===== src/rtl/pipe_pkg.sv =====
// Shared definitions for the MIPS pipeline registers: ID/EX payload layout,
// control-bundle bit positions and the NOP control encoding.
package pipe_pkg;

    localparam int unsigned IDEX_DATA_W = 106;
    localparam int unsigned CTRL_W_DEF  = 16;
    localparam int unsigned CNT_W_DEF   = 16;

    // ID/EX payload packing, LSB first: rt, rs, data2, data1, pc
    localparam int unsigned RT_LSB    = 0;
    localparam int unsigned RS_LSB    = 5;
    localparam int unsigned DATA2_LSB = 10;
    localparam int unsigned DATA1_LSB = 42;
    localparam int unsigned PC_LSB    = 74;

    // Control bundle bit indices
    localparam int unsigned REGDST    = 0;
    localparam int unsigned ALUSRC    = 1;
    localparam int unsigned REGWRITE  = 2;
    localparam int unsigned MEMTOREG  = 3;
    localparam int unsigned MEMWRITE  = 4;
    localparam int unsigned MEMREAD   = 5;
    localparam int unsigned EXTOP     = 6;
    localparam int unsigned ALUOP_LSB = 7;
    localparam int unsigned ALUOP_MSB = 8;

    // An all-zero control bundle is a NOP: no register or memory write.
    localparam int unsigned CTRL_NOP = 0;

    typedef struct packed {
        logic [31:0] pc;
        logic [31:0] data1;
        logic [31:0] data2;
        logic [4:0]  rs;
        logic [4:0]  rt;
    } idex_payload_t;

    typedef enum logic [1:0] {
        ALUOP_ADD   = 2'b00,
        ALUOP_SUB   = 2'b01,
        ALUOP_RTYPE = 2'b10,
        ALUOP_OR    = 2'b11
    } aluop_e;

    function automatic logic [IDEX_DATA_W-1:0] pack_idex(input idex_payload_t p);
        logic [IDEX_DATA_W-1:0] v;
        v = '0;
        v[PC_LSB    +: 32] = p.pc;
        v[DATA1_LSB +: 32] = p.data1;
        v[DATA2_LSB +: 32] = p.data2;
        v[RS_LSB    +: 5]  = p.rs;
        v[RT_LSB    +: 5]  = p.rt;
        return v;
    endfunction

    function automatic idex_payload_t unpack_idex(input logic [IDEX_DATA_W-1:0] v);
        idex_payload_t p;
        p.pc    = v[PC_LSB    +: 32];
        p.data1 = v[DATA1_LSB +: 32];
        p.data2 = v[DATA2_LSB +: 32];
        p.rs    = v[RS_LSB    +: 5];
        p.rt    = v[RT_LSB    +: 5];
        return p;
    endfunction

endpackage


===== src/rtl/pipe_stage_reg_if.sv =====
// Upstream/downstream bundle of a pipeline register; master is the stage
// feeding it plus the hazard unit, slave is the register itself.
interface pipe_stage_reg_if
    import pipe_pkg::*;
#(
    parameter int unsigned DATA_W = IDEX_DATA_W,
    parameter int unsigned CTRL_W = CTRL_W_DEF,
    parameter int unsigned CNT_W  = CNT_W_DEF
);
    logic              valid_i;
    logic [DATA_W-1:0] data_i;
    logic [CTRL_W-1:0] ctrl_i;
    logic              stall_i;
    logic              flush_i;
    logic              cnt_clr_i;
    logic              valid_o;
    logic [DATA_W-1:0] data_o;
    logic [CTRL_W-1:0] ctrl_o;
    logic [CNT_W-1:0]  stall_cnt_o;

    modport master (
        output valid_i, data_i, ctrl_i, stall_i, flush_i, cnt_clr_i,
        input  valid_o, data_o, ctrl_o, stall_cnt_o
    );

    modport slave (
        input  valid_i, data_i, ctrl_i, stall_i, flush_i, cnt_clr_i,
        output valid_o, data_o, ctrl_o, stall_cnt_o
    );
endinterface


===== src/rtl/pipe_slice.sv =====
// One register slice: valid/ctrl/data with flush > stall > advance priority.
// Invalid slices always carry the NOP control bundle.
module pipe_slice
    import pipe_pkg::*;
#(
    parameter int unsigned DATA_W = IDEX_DATA_W,
    parameter int unsigned CTRL_W = CTRL_W_DEF
) (
    input  logic              clk_i,
    input  logic              rst_n_i,
    input  logic              stall_i,
    input  logic              flush_i,
    input  logic              valid_i,
    input  logic [CTRL_W-1:0] ctrl_i,
    input  logic [DATA_W-1:0] data_i,
    output logic              valid_o,
    output logic [CTRL_W-1:0] ctrl_o,
    output logic [DATA_W-1:0] data_o
);
    localparam logic [CTRL_W-1:0] NOP = CTRL_W'(CTRL_NOP);

    logic              valid_q, valid_d;
    logic [CTRL_W-1:0] ctrl_q,  ctrl_d;
    logic [DATA_W-1:0] data_q,  data_d;

    always_comb begin
        valid_d = valid_q;
        ctrl_d  = ctrl_q;
        data_d  = data_q;
        if (flush_i) begin
            // Data is left alone on a squash; only the slot is killed.
            valid_d = 1'b0;
            ctrl_d  = NOP;
        end else if (!stall_i) begin
            valid_d = valid_i;
            ctrl_d  = valid_i ? ctrl_i : NOP;
            data_d  = data_i;
        end
    end

    always_ff @(posedge clk_i or negedge rst_n_i) begin
        if (!rst_n_i) begin
            valid_q <= 1'b0;
            ctrl_q  <= NOP;
            data_q  <= '0;
        end else begin
            valid_q <= valid_d;
            ctrl_q  <= ctrl_d;
            data_q  <= data_d;
        end
    end

    assign valid_o = valid_q;
    assign ctrl_o  = ctrl_q;
    assign data_o  = data_q;
endmodule


===== src/rtl/pipe_stage_reg.sv =====
// Parametrised inter-stage pipeline register: DEPTH chained slices sharing
// stall/flush, plus a saturating count of stalled cycles.
module pipe_stage_reg
    import pipe_pkg::*;
#(
    parameter int unsigned DATA_W = IDEX_DATA_W,
    parameter int unsigned CTRL_W = CTRL_W_DEF,
    parameter int unsigned DEPTH  = 1,
    parameter int unsigned CNT_W  = CNT_W_DEF
) (
    input  logic            clk_i,
    input  logic            rst_n_i,
    pipe_stage_reg_if.slave bus
);
    generate
        if (DEPTH < 1 || DEPTH > 4) begin : g_depth_check
            $error("pipe_stage_reg: DEPTH must be in 1..4");
        end
    endgenerate

    // Index 0 is the upstream input; index DEPTH is the last slice.
    logic              valid_w [DEPTH+1];
    logic [CTRL_W-1:0] ctrl_w  [DEPTH+1];
    logic [DATA_W-1:0] data_w  [DEPTH+1];

    assign valid_w[0] = bus.valid_i;
    assign ctrl_w[0]  = bus.ctrl_i;
    assign data_w[0]  = bus.data_i;

    genvar gi;
    generate
        for (gi = 0; gi < DEPTH; gi++) begin : g_slice
            pipe_slice #(
                .DATA_W (DATA_W),
                .CTRL_W (CTRL_W)
            ) u_slice (
                .clk_i   (clk_i),
                .rst_n_i (rst_n_i),
                .stall_i (bus.stall_i),
                .flush_i (bus.flush_i),
                .valid_i (valid_w[gi]),
                .ctrl_i  (ctrl_w[gi]),
                .data_i  (data_w[gi]),
                .valid_o (valid_w[gi+1]),
                .ctrl_o  (ctrl_w[gi+1]),
                .data_o  (data_w[gi+1])
            );
        end
    endgenerate

    assign bus.valid_o = valid_w[DEPTH];
    assign bus.ctrl_o  = ctrl_w[DEPTH];
    assign bus.data_o  = data_w[DEPTH];

    localparam logic [CNT_W-1:0] CNT_MAX = '1;

    logic [CNT_W-1:0] cnt_q, cnt_d;

    always_comb begin
        cnt_d = cnt_q;
        if (bus.cnt_clr_i) begin
            cnt_d = '0;
        end else if (bus.stall_i && !bus.flush_i && cnt_q != CNT_MAX) begin
            cnt_d = cnt_q + CNT_W'(1);
        end
    end

    always_ff @(posedge clk_i or negedge rst_n_i) begin
        if (!rst_n_i) begin
            cnt_q <= '0;
        end else begin
            cnt_q <= cnt_d;
        end
    end

    assign bus.stall_cnt_o = cnt_q;
endmodule


===== src/flat_wrapper.sv =====
// flat-port wrapper written by rule: the top's interface ports become plain ports
module pipe_stage_reg_flat import pipe_pkg::*;
#(
    parameter int unsigned DATA_W = IDEX_DATA_W,
    parameter int unsigned CTRL_W = CTRL_W_DEF,
    parameter int unsigned DEPTH  = 1,
    parameter int unsigned CNT_W  = CNT_W_DEF
)
  (clk_i, rst_n_i, bus_valid_i, bus_data_i, bus_ctrl_i, bus_stall_i, bus_flush_i, bus_cnt_clr_i, bus_valid_o, bus_data_o, bus_ctrl_o, bus_stall_cnt_o);
  pipe_stage_reg_if #(.DATA_W(DATA_W), .CTRL_W(CTRL_W), .CNT_W(CNT_W)) bus_i ();
  input  logic clk_i;
  input  logic rst_n_i;
  input wire logic [$bits(bus_i.valid_i)-1:0] bus_valid_i;
  input wire logic [$bits(bus_i.data_i)-1:0] bus_data_i;
  input wire logic [$bits(bus_i.ctrl_i)-1:0] bus_ctrl_i;
  input wire logic [$bits(bus_i.stall_i)-1:0] bus_stall_i;
  input wire logic [$bits(bus_i.flush_i)-1:0] bus_flush_i;
  input wire logic [$bits(bus_i.cnt_clr_i)-1:0] bus_cnt_clr_i;
  output wire logic [$bits(bus_i.valid_o)-1:0] bus_valid_o;
  output wire logic [$bits(bus_i.data_o)-1:0] bus_data_o;
  output wire logic [$bits(bus_i.ctrl_o)-1:0] bus_ctrl_o;
  output wire logic [$bits(bus_i.stall_cnt_o)-1:0] bus_stall_cnt_o;
  assign bus_i.valid_i = bus_valid_i;
  assign bus_i.data_i = bus_data_i;
  assign bus_i.ctrl_i = bus_ctrl_i;
  assign bus_i.stall_i = bus_stall_i;
  assign bus_i.flush_i = bus_flush_i;
  assign bus_i.cnt_clr_i = bus_cnt_clr_i;
  assign bus_valid_o = bus_i.valid_o;
  assign bus_data_o = bus_i.data_o;
  assign bus_ctrl_o = bus_i.ctrl_o;
  assign bus_stall_cnt_o = bus_i.stall_cnt_o;
  pipe_stage_reg #(.DATA_W(DATA_W), .CTRL_W(CTRL_W), .DEPTH(DEPTH), .CNT_W(CNT_W)) u_core (.clk_i(clk_i), .rst_n_i(rst_n_i), .bus(bus_i));
endmodule

===== config.mk =====
export PLATFORM = sky130hd
export DESIGN_NAME = pipe_stage_reg_flat
export DESIGN_NICKNAME = d
export VERILOG_FILES = /design/src/rtl/pipe_pkg.sv /design/src/rtl/pipe_stage_reg_if.sv /design/src/rtl/pipe_slice.sv /design/src/rtl/pipe_stage_reg.sv /design/src/flat_wrapper.sv
export SDC_FILE = /design/constraint.sdc
export NUM_CORES = 1
export LEC_CHECK = 0
export CAP_MARGIN = 10
export CORE_MARGIN = 2
export CORE_UTILIZATION = 55
export DETAILED_ROUTE_END_ITERATION = 12
export DONT_BUFFER_PORTS = 1
export GPL_TIMING_DRIVEN = 0
export PLACE_DENSITY = 0.7
export SKIP_CTS_REPAIR_TIMING = 1
export SLEW_MARGIN = 25
export SYNTH_ARGS = -nofsm -noshare
export SYNTH_HDL_FRONTEND = slang
export SYNTH_SLANG_ARGS = --single-unit

===== constraint.sdc =====
create_clock -name clk_i -period 2.1 [get_ports clk_i]
set_input_delay 0.42 -clock clk_i [delete_from_list [all_inputs] [get_ports clk_i]]
set_output_delay 0.42 -clock clk_i [all_outputs]
set_load 0.1 [all_outputs]

==> out/metrics.cfg <==
[clock_tree]
path_clk_slew_ns=0.06
clock_sinks=139
insertion_delay_ns=0.51
htree_levels=4
cts.path.max_buffers=2
cts_tree=done
cts-root-buf=clkbuf_8
numCtsBuffers=17

[synth]
ys.flop_type=dfrtp_1
synthTopCellsByCount=dfrtp_1 (139), mux2_2 (114), a22o_1 (16)
syn_nets=491
synth_area_mm2=0.00547
synth_edf_count=0
synth-seq-cells=139
netlist_instances=362
synth_area_leaders=dfrtp_1 (64%), mux2_2 (23%), a22o_1 (2.6%), buf_2 (0.91%), nor2b_1 (0.91%)
synth_cell_types=37
avgSynthCellArea_um2=15.1
synth_top_cell_by_area=dfrtp_1
synthArstFlopShare_pct=100
netlist.area_leader.share_pct=63.6
yosysSeqAreaShare_pct=63.6
yosysMostFrequentCell=dfrtp_1
yosys_warnings=0

[die]
initial_utilization_pct=56.2
die_y_um=104
core_mm2=0.00973
pin_count=267
die-area_mm2=0.0108
rows=36
dieWidth_um=104

[timing]
maxSlewHeadroom_pct=36.8
fmax_mhz=485
worst_slack_ns=0.0376
fin_tns_setup_ns=0
clock_skew_ns=0.00751
worst_pin_slew_ns=0.947
fin_crit_sh_pct=98.2
maxSlewViolCount=0
min_period_ns=2.06
hold-worst-slack_ns=-0.393
setup_viol=0
hold_viol=139

[grt]
grt_pass1_vias=3373
antenna_found_initial=1
grt_usage_pct=22.4
grt_start_max_net_pins=140
grt_first_pass_wirelength_um=18400
overflow=0

[place]
pre_cts_ws_ns=-0.257
dpl.hpwl_um=8590
gp_congestion=0.781
placed_area_mm2=0.00566
port_buffers=0

[pwr]
clkPwrFrac_pct=32.3
pwr-share-comb_pct=4.8
internal-power_mw=4.93
p_per_area_mw_per_mm2=1400
finalPower_mw=8.87
ir_worst_vdd_uv=755
seq_power_share_pct=62.9
p_leak_nw=2.67
p_switching_mw=3.94
swShare_pct=44.4

[critical_path]
worst-path-buf-inv=1
worstSetupPathDepth=5
critical-path-top-delay-family=simple AND/OR/NAND/NOR gates
path_max_fanout=10
reg2regPathDepth=5
critPathSlowestCell=dfrtp_4
worst_setup_path_start_kind=register
criticalPathCategory=register to register
slowest_delay_ns=0.63
critPathArrivalTime_ns=2.46
path_cells=nand4_1 -> nor4_4 -> buf_6 -> a211oi_1 -> mux2_2
end_kind=register
crit_required_ns=2.49

[layout]
drive_above_1_share_pct=47.6
fillers=707
syn_to_final_growth_pct=15.7
postLayoutCellArea_mm2=0.00633
final_nets=513

[status]
violations=hold timing
status=finished with violations

[detailed_routing]
drt-initial-drc-count=105
num_vias=3136
vias_per_cell=5.91
wl_um=12100
wire_per_inst_um=22.7
ant_nets=0
first_pass_iters=4
drc=0

[worst_hold_path]
hp-class=input port to async pin

[run]
max_cap_viol_count=0

==> kinds of logic after synthesis <==
kind of cell	count (synthesis)	share of synthesized area (%)
AO/OA/AOI/OAI	37	5.19
adder cells (fa/ha/maj)	1	0.229
buffers and inverters	21	1.94
flip-flops	139	63.6
multiplexers	115	23.6
AND/OR/NAND/NOR	49	5.42
==> power by group through the flow <==
| stage | registers (mW) | logic, mW | clock network [mW] |
|---|---|---|---|
| final | 5.58 | 0.422 | 2.87 |
| after detailed placement | 5.63 | 0.426 | 0 |
| after global placement | 5.63 | 0.400 | 0 |
| after CTS | 5.59 | 0.427 | 2.91 |
| after global routing | 5.62 | 0.462 | 3.06 |
| after floorplan | 5.54 | 0.370 | 0 |
==> sequential cells by signal, indices dropped and copies added (netlist names) <==
name and cells:
u_core.g_slice.u_slice.ctrl_o 16, u_core.g_slice.u_slice.data_o 106, u_core.bus.stall_cnt_o 16, u_core.g_slice.u_slice.valid_o 1
==> layout by cell type (no fill, tap or decap), types with 6 or more instances in the layout <==
master       n
buf_2       10
nor2b_1      8
clkbuf_16   16
nor2_1      11
dfrtp_1    123
clkbuf_1     6
a22o_1      16
mux2_2     114
dfrtp_4     16
==> metal layers <==
| layer | vias to the layer above | wire [µm] | GRT usage, % | part of all wire, % |
|---|---|---|---|---|
| met5 | - | 0 | 0 | 0 |
| met4 | 0 | 182 | 8.20 | 1.5 |
| met3 | 15 | 1300 | 11.3 | 11 |
| met2 | 187 | 6310 | 38.2 | 52 |
| met1 | 1586 | 4270 | 23.9 | 35 |
| li1 | 1348 | - | - | - |
==> through the flow <==
step / std cells / utilization [%]
finish: 531 / 65.1
global route: 531 / 65.1
CTS: 527 / 64.1
detailed placement: 495 / 58.2
global placement: 495 / 58.2
floorplan: 362 / -
==> path summary, 6_finish.rpt <==
check	slack [ns]	startpoint	end
max reg2reg	0.04	u_core.bus.stall_cnt_o[13]$_DFFE_PN0P_	u_core.bus.stall_cnt_o[13]$_DFFE_PN0P_
min in group clk_i	0.04	bus_ctrl_i[7]	u_core.g_slice[0].u_slice.ctrl_o[7]$_DFFE_PN0N_
max	0.04	u_core.bus.stall_cnt_o[13]$_DFFE_PN0P_	u_core.bus.stall_cnt_o[13]$_DFFE_PN0P_
max in group asynchronous	2.35	rst_n_i	u_core.bus.stall_cnt_o[5]$_DFFE_PN0P_
min reg2reg	0.84	u_core.bus.stall_cnt_o[2]$_DFFE_PN0P_	u_core.bus.stall_cnt_o[2]$_DFFE_PN0P_
min	-0.39	rst_n_i	u_core.g_slice[0].u_slice.data_o[40]$_DFFE_PN0P_
==> final cells by class <==
cell class,instances,area (µm²),share of cell area [%]
Inverter,2,7.51,0.119
Buffer,19,98.8,1.56
Tap cell,133,166,2.63
Sequential cell,139,3540,55.9
Timing Repair Buffer,3,22.5,0.356
Clock buffer,17,414,6.54
Antenna cell,1,2.50,0.0395
Multi-Input combinational cell,202,1920,30.3
Clock inverter,15,165,2.61
Note: power is estimated with default switching activity, not from simulation.
